## config.mk

```make
export PLATFORM = sky130hd
export DESIGN_NAME = aes_key_expand_128
export DESIGN_NICKNAME = d
export VERILOG_FILES = /design/src/rtl/aes_key_expand_128.sv
export SDC_FILE = /design/constraint.sdc
export NUM_CORES = 2
export LEC_CHECK = 0
export CAP_MARGIN = 15
export CORE_MARGIN = 8
export CORE_UTILIZATION = 25
export CTS_CLUSTER_SIZE = 25
export DETAILED_ROUTE_END_ITERATION = 7
export HOLD_SLACK_MARGIN = 0.1
export SLEW_MARGIN = 10
export SYNTH_ARGS = -nofsm -noshare
export SYNTH_HDL_FRONTEND = slang
export SYNTH_SLANG_ARGS = --single-unit
```

## constraint.sdc

```tcl
create_clock -name clk -period 46.3 [get_ports clk]
set_clock_uncertainty 0.15 [all_clocks]
set_input_delay 4.63 -clock clk [delete_from_list [all_inputs] [get_ports clk]]
set_output_delay 4.63 -clock clk [all_outputs]
set_load 0.05 [all_outputs]
```

## src/rtl/aes_key_expand_128.sv

```systemverilog
// Iterative AES-128 key schedule: accepts one cipher key, produces one round key per
// clock into an 11-entry register file that the cipher core reads by round index.
module aes_key_expand_128 #(
    parameter int NUM_ROUNDS = 10
) (
    input  logic         clk,
    input  logic         rst,
    input  logic [127:0] key_in,
    input  logic         key_valid,
    output logic         key_ready,
    input  logic [3:0]   rk_idx,
    output logic [127:0] rk_out,
    output logic         keys_valid,
    output logic         busy
);

    typedef enum logic [1:0] {IDLE, EXPAND, DONE} state_t;

    localparam logic [3:0] LAST_ROUND = 4'(NUM_ROUNDS);

    // Byte 0x00 sits in the top byte, so entry x lives at bit offset 8*(255-x) = {~x, 3'b000}.
    localparam logic [2047:0] SBOX = {
        128'h637c777bf26b6fc53001672bfed7ab76, 128'hca82c97dfa5947f0add4a2af9ca472c0,
        128'hb7fd9326363ff7cc34a5e5f171d83115, 128'h04c723c31896059a071280e2eb27b275,
        128'h09832c1a1b6e5aa0523bd6b329e32f84, 128'h53d100ed20fcb15b6acbbe394a4c58cf,
        128'hd0efaafb434d338545f9027f503c9fa8, 128'h51a3408f929d38f5bcb6da2110fff3d2,
        128'hcd0c13ec5f974417c4a77e3d645d1973, 128'h60814fdc222a908846eeb814de5e0bdb,
        128'he0323a0a4906245cc2d3ac629195e479, 128'he7c8376d8dd54ea96c56f4ea657aae08,
        128'hba78252e1ca6b4c6e8dd741f4bbd8b8a, 128'h703eb5664803f60e613557b986c11d9e,
        128'he1f8981169d98e949b1e87e9ce5528df, 128'h8ca1890dbfe6426841992d0fb054bb16
    };

    state_t         r_state;
    logic [3:0]     r_round;
    logic [127:0]   r_cur;
    logic [127:0]   r_rk [0:NUM_ROUNDS];
    logic           r_keys_valid;
    logic           r_busy;

    logic [31:0]    w_temp;
    logic [31:0]    w_w0, w_w1, w_w2, w_w3;
    logic [127:0]   w_next;

    function automatic logic [7:0] sbox(input logic [7:0] x);
        return SBOX[{~x, 3'b000} +: 8];
    endfunction

    function automatic logic [31:0] sub_word(input logic [31:0] w);
        return {sbox(w[31:24]), sbox(w[23:16]), sbox(w[15:8]), sbox(w[7:0])};
    endfunction

    function automatic logic [7:0] rcon(input logic [3:0] r);
        case (r)
            4'd1:    return 8'h01;
            4'd2:    return 8'h02;
            4'd3:    return 8'h04;
            4'd4:    return 8'h08;
            4'd5:    return 8'h10;
            4'd6:    return 8'h20;
            4'd7:    return 8'h40;
            4'd8:    return 8'h80;
            4'd9:    return 8'h1b;
            4'd10:   return 8'h36;
            default: return 8'h00;
        endcase
    endfunction

    // r_cur mirrors rk[r-1], so the round logic never goes through the read mux.
    always_comb begin
        w_temp = sub_word({r_cur[23:0], r_cur[31:24]}) ^ {rcon(r_round), 24'h0};
        w_w0   = r_cur[127:96] ^ w_temp;
        w_w1   = r_cur[95:64]  ^ w_w0;
        w_w2   = r_cur[63:32]  ^ w_w1;
        w_w3   = r_cur[31:0]   ^ w_w2;
        w_next = {w_w0, w_w1, w_w2, w_w3};
    end

    // NOTE: the round-key file is reset explicitly because consumers observe it
    // directly and must read zeros after reset, so it cannot map to a RAM macro.
    always_ff @(posedge clk or posedge rst) begin
        if (rst) begin
            r_state      <= IDLE;
            r_round      <= '0;
            r_cur        <= '0;
            r_keys_valid <= 1'b0;
            r_busy       <= 1'b0;
            for (int i = 0; i <= NUM_ROUNDS; i++) r_rk[i] <= '0;
        end else begin
            // NOTE: non-blocking assignments keep every register sampling pre-edge values.
            case (r_state)
                IDLE, DONE: begin
                    if (key_valid) begin
                        r_rk[0]      <= key_in;
                        r_cur        <= key_in;
                        r_round      <= 4'd1;
                        r_state      <= EXPAND;
                        r_keys_valid <= 1'b0;
                        r_busy       <= 1'b1;
                    end
                end
                EXPAND: begin
                    r_rk[r_round] <= w_next;
                    r_cur         <= w_next;
                    r_round       <= r_round + 4'd1;
                    if (r_round == LAST_ROUND) begin
                        r_state      <= DONE;
                        r_keys_valid <= 1'b1;
                        r_busy       <= 1'b0;
                    end
                end
                default: r_state <= IDLE;
            endcase
        end
    end

    // NOTE: rk_out gets a default before the conditional so no latch is inferred.
    always_comb begin
        rk_out = '0;
        if (rk_idx <= LAST_ROUND) rk_out = r_rk[rk_idx];
    end

    assign key_ready  = (r_state != EXPAND);
    assign keys_valid = r_keys_valid;
    assign busy       = r_busy;

endmodule
```

* Word-level counts from Yosys, hierarchy flattened
Memory sizes are Yosys's and may differ from the RTL's.
Index checks and enable logic that the tools add are counted.
** Word-level totals
- Word-level logic and storage cells :: 71
- Memories :: 1
- Output and inout bits :: 131
- Register bits :: 1544
- Memory bits (read-only) :: 128
- RAM bits :: 0
- Input bits :: 135
- Latch bits :: 0
** Memories
- (no name shown) :: depth 16, bits a word 8, read ports 1, clocked after memory_dff 0, write ports 0, RTL line 53 : case (r)
** Cells by class
- Equal/unequal tests :: 6
- Multipliers :: 0
- Multiplexer cells :: 21
- Div/mod/pow operators :: 0
- Magnitude comparators :: 4
- Bitwise operators :: 11
- Reduce and logical (&&, ||, !) cells :: 7
- Shift-type cells :: 4
- Add/subtract/negate cells :: 1
** Operator list (number)
- $shiftx A2048 B12 Y8 const A :: 4
- $bwmux W1408 :: 1
- $mux W128 :: 5
- $bmux W128 S4 :: 1
- $demux W128 S4 :: 1
- $pmux W128 S2 :: 2
- $xor A32 B32 Y32 :: 5
- $not A8 Y8 :: 4
- $ge A5 B5 Y1 const B :: 2
- $not A4 Y5 :: 2
- $pmux W4 S2 :: 1
- $lt A5 B1 Y1 const B :: 1
- $add A4 B1 Y4 const B :: 1
- $eq A4 B4 Y1 const B :: 1
- $le A4 B4 Y1 const B :: 1
- $mux W1 :: 4
- $mux W2 :: 2
- $mux W4 :: 1
- $ne A2 B2 Y1 const B :: 2
- $pmux W1 S2 :: 2
- $pmux W2 S2 :: 1
- $reduce_and A2 Y1 :: 2
- $reduce_and A3 Y1 :: 1
- $eq A2 B1 Y1 const B :: 1
- 6 further kinds :: 6

* Logic depth before layout (Yosys ltp)
- Depth after elaboration :: 9
- Gate-level depth with buffers :: 16
- Gate-level depth less buffers :: 11

* Worst setup path before layout
Ideal clock, no wire load.
- Path kind :: in2out
- Start :: input rk_idx[1]
- End :: output rk_out[10]
- Setup slack :: 34.355 ns
- Stages on the path :: 7
- Arrival :: 7.165 ns
- Path buffers :: 4
- Data required time :: 41.520 ns
- Path through :: clkbuf_1 -> clkbuf_1 -> buf_1 -> clkbuf_1 -> mux4_2 -> mux2i_1 -> o22ai_1
** Between the ends
- Longest elaborated chain between the ends :: 5
- Elaborated cells on any way between the ends :: 6
- Those cells by class :: 1 x order compare; 4 x mux; 1 x bitwise
** RTL lines
- from (decl) :: RTL line 11 : input logic [3:0] rk_idx,
- $not A4 Y5 (implied by the code) :: RTL line 119 : if (rk_idx <= LAST_ROUND) rk_out = r_rk[rk_idx];
- $bmux W128 S4 :: RTL line 119
- $mux W128 (implied by the code) (2 in a row) :: RTL line 119
- $mux W128 (*) :: RTL line 119
- to (decl) :: RTL line 12 : output logic [127:0] rk_out,
Mark *: on every way between the ends. The rest lies on a longest branch, timed or not. The select of a mux whose other input is x is not followed.

* Worst setup path in the final report
- Start :: input rk_idx[0]
- End :: output rk_out[77]
Same word-level chain as after synthesis.

==> results.ini <==
[route]
wl_met2_um = 148000
ant_nets = 0
totalWireLength_um = 338000
wl_per_cell_um = 25.5
vias = 71012
viasPerCell = 5.35
drc = 0
first_iter_violations = 8446
wl_met3_um = 28400
drt_pass1_iterations = 7
highest_layer = met5
wl_met1_um = 145000

[die]
dieArea_um2 = 357000
die_width_um = 598
start_util_pct = 25.1
design.portCount = 266
coreArea_um2 = 337000
die_y_um = 598
rows = 213

[worst_setup_path]
cp_slowest_stage_delay_ns = 0.80
rrSetupSlack_ns = 39.45
worstSetupPathType = in -> out
rr_startpoint = r_cur[16]$_DFFE_PP0P_
path_max_fanout = 111
cp.arrival_ns = 9.01
r2r_cells = 13
reg2reg_to = r_rk[536]$_DFFE_PP0P_
required_ns = 41.52
crit_family = buffers and inverters
startpoint = rk_idx[0]
path_cells = buf_8 > buf_12 > buf_4 > buf_12 > mux4_2 > mux2i_1 > o22ai_1 > clkdlybuf4s50_1
cp-end-kind = output port
slowest_stage = clkdlybuf4s50_1
crit_cells = 8
critPathBufInv = 5
startpoint_type = input port
crit_top_cell = buf_12

[timing]
drv_slew = 0
fin_setup_tns_ns = 0
fin_crit_sh_pct = 29.8
final.min_clock_period_ns = 13.79
whs_ns = 0.324
worst_pin_slew_ns = 1.20
max_freq_mhz = 72.5
max_slew_margin_pct = 19.6
hold_viol = 0
rsz0062_at_grt = false
setup-violations-final = 0

[logic_synthesis]
synth_common_cells = dfrtp_1, nand2_1, o21ai_0
synth-seq-cells = 1544
yosysTopAreaCellShare_pct = 45.7
synth_area_per_cell_um2 = 9.48
yosysWarnings = 0
synth_seq_area_share_pct = 45.7
syn_inst = 8915
synth_top_cell_by_area = dfrtp_1
asyncSetResetFlopFracSynth_pct = 100
ys_types = 118
ys.flop_type = dfrtp_1
synthTopCellsByArea = dfrtp_1, o21ai_0, mux4_2, nand2_1, mux2i_1
synth_edf_count = 0
syn_nets = 9111
synth_most_common_cell = dfrtp_1
synth_area_um2 = 84500

[final_layout]
layout-drive-gt1-share_pct = 11.0
nets = 8798
final_cell_area_um2 = 96600
syn_to_final_growth_pct = 14.2
multi_input_area_um2 = 41900
ff_latch_area_um2 = 38700
fill_cells = 35327

[global_routing]
track_usage_pct = 18.1
grt_pass1_vias = 67537
grt_overflow = 0
grt_pass1_wl_um = 492000
grt_max_degree = 156
antenna_found_initial = 85

[placement]
portBuffers = 265
place.gp.congestion = 0.994
dp_hpwl_um = 223000
placed_area_um2 = 90800

[worst_hold_path]
worstHoldStart = r_rk[1114]$_DFFE_PP0P_
min_path_cells = 2
worstHoldPathType = reg -> reg
hold_end = r_rk[1114]$_DFFE_PP0P_

[status]
status = finished clean

[clock_tree]
cts_hold_buffers = 0
tritoncts = yes
numCtsBuffers = 167
cts_num_sinks = 1544
cts_resized = 0
cts_root_buffer = clkbuf_16
post-cts-setup-buffer-count = 0
clockBufferDepth = 4
clkTransAtPathRegs_ns = 0.06
clk_latency_ns = 0.87
htreeDepth = 4

[run]
maxCapViolCount = 0

## routing by layer
layer | GRT usage (%) | vias to the layer above
met5 | 0 | -
met1 | 25.2 | 35651
met3 | 3.61 | 689
met4 | 8.46 | 16
met2 | 27.2 | 3285
li1 | - | 31371
## stage by stage
| step | worst slack, ns | std cells | utilization, % |
|---|---|---|---|
| after global routing | 32.32 | 13268 | 28.7 |
| after global placement | 32.55 | 12942 | 27.0 |
| after floorplan | 20.13 | 8915 | - |
| after detailed placement | 32.55 | 12944 | 27.0 |
| final | 32.51 | 13279 | 28.7 |
| after CTS | 32.54 | 13235 | 28.6 |
## cells by family (layout without fill, tap and decap cells)
family,count (synthesis),after routing,synth area share (%)
other cells,0,40,0
compound gates,2919,2919,20.4
buf+inv,1018,827,5.04
simple gates,2513,2513,13.0
flops,1544,1544,45.7
fa+ha+maj,62,62,0.915
mux,676,676,12.4
xor+xnor,183,183,2.47
## worst min-delay path: stages, from the launching register on
cell	delay, ns
dfrtp_1	0.34
nand2_1	0.04
o21ai_0	0.06
## state kept, by name (all words and copies together), names as in the netlist
| signal | count |
|---|---|
| r_state | 2 |
| r_cur | 128 |
| keys_valid | 1 |
| busy | 1 |
| r_round | 4 |
| r_rk | 1408 |
## area by class of cell
cell class | instances | area share (%)
diodes | 40 | 0.104
multi-input cells | 6353 | 43.4
flip-flops and latches | 1544 | 40.0
clock inverters | 64 | 0.968
clock buffers | 227 | 4.84
repair buffers | 465 | 4.50
inverters | 71 | 0.288
well taps | 4515 | 5.85
## cell usage in the layout (no fill, tap or decap), drive strengths merged, types with 89 or more instances in the layout
cell,netlist,layout
xnor2,114,114
nand3,91,91
nor2b,96,96
o21ai,1550,1550
buf,247,204
a21oi,458,458
mux4,291,291
nand2,1507,1507
mux2i,309,309
nand2b,128,128
nor3,89,89
clkbuf,700,227
nor2,354,354
clkdlybuf4s50,0,261
o22ai,213,213
dfrtp,1544,1544
## worst max-delay path by stage
stage	end	slack [ns]
after floorplan	busy$_DFFE_PP0P_	20.13
after global placement	rk_out[77]	32.55
after detailed placement	rk_out[77]	32.55
after CTS	rk_out[77]	32.54
after global routing	rk_out[81]	32.32
final	rk_out[77]	32.51
Power is left out: the tool's default activity adds up to more than one toggle a clock period on the data nets, which glitch-free logic cannot reach.
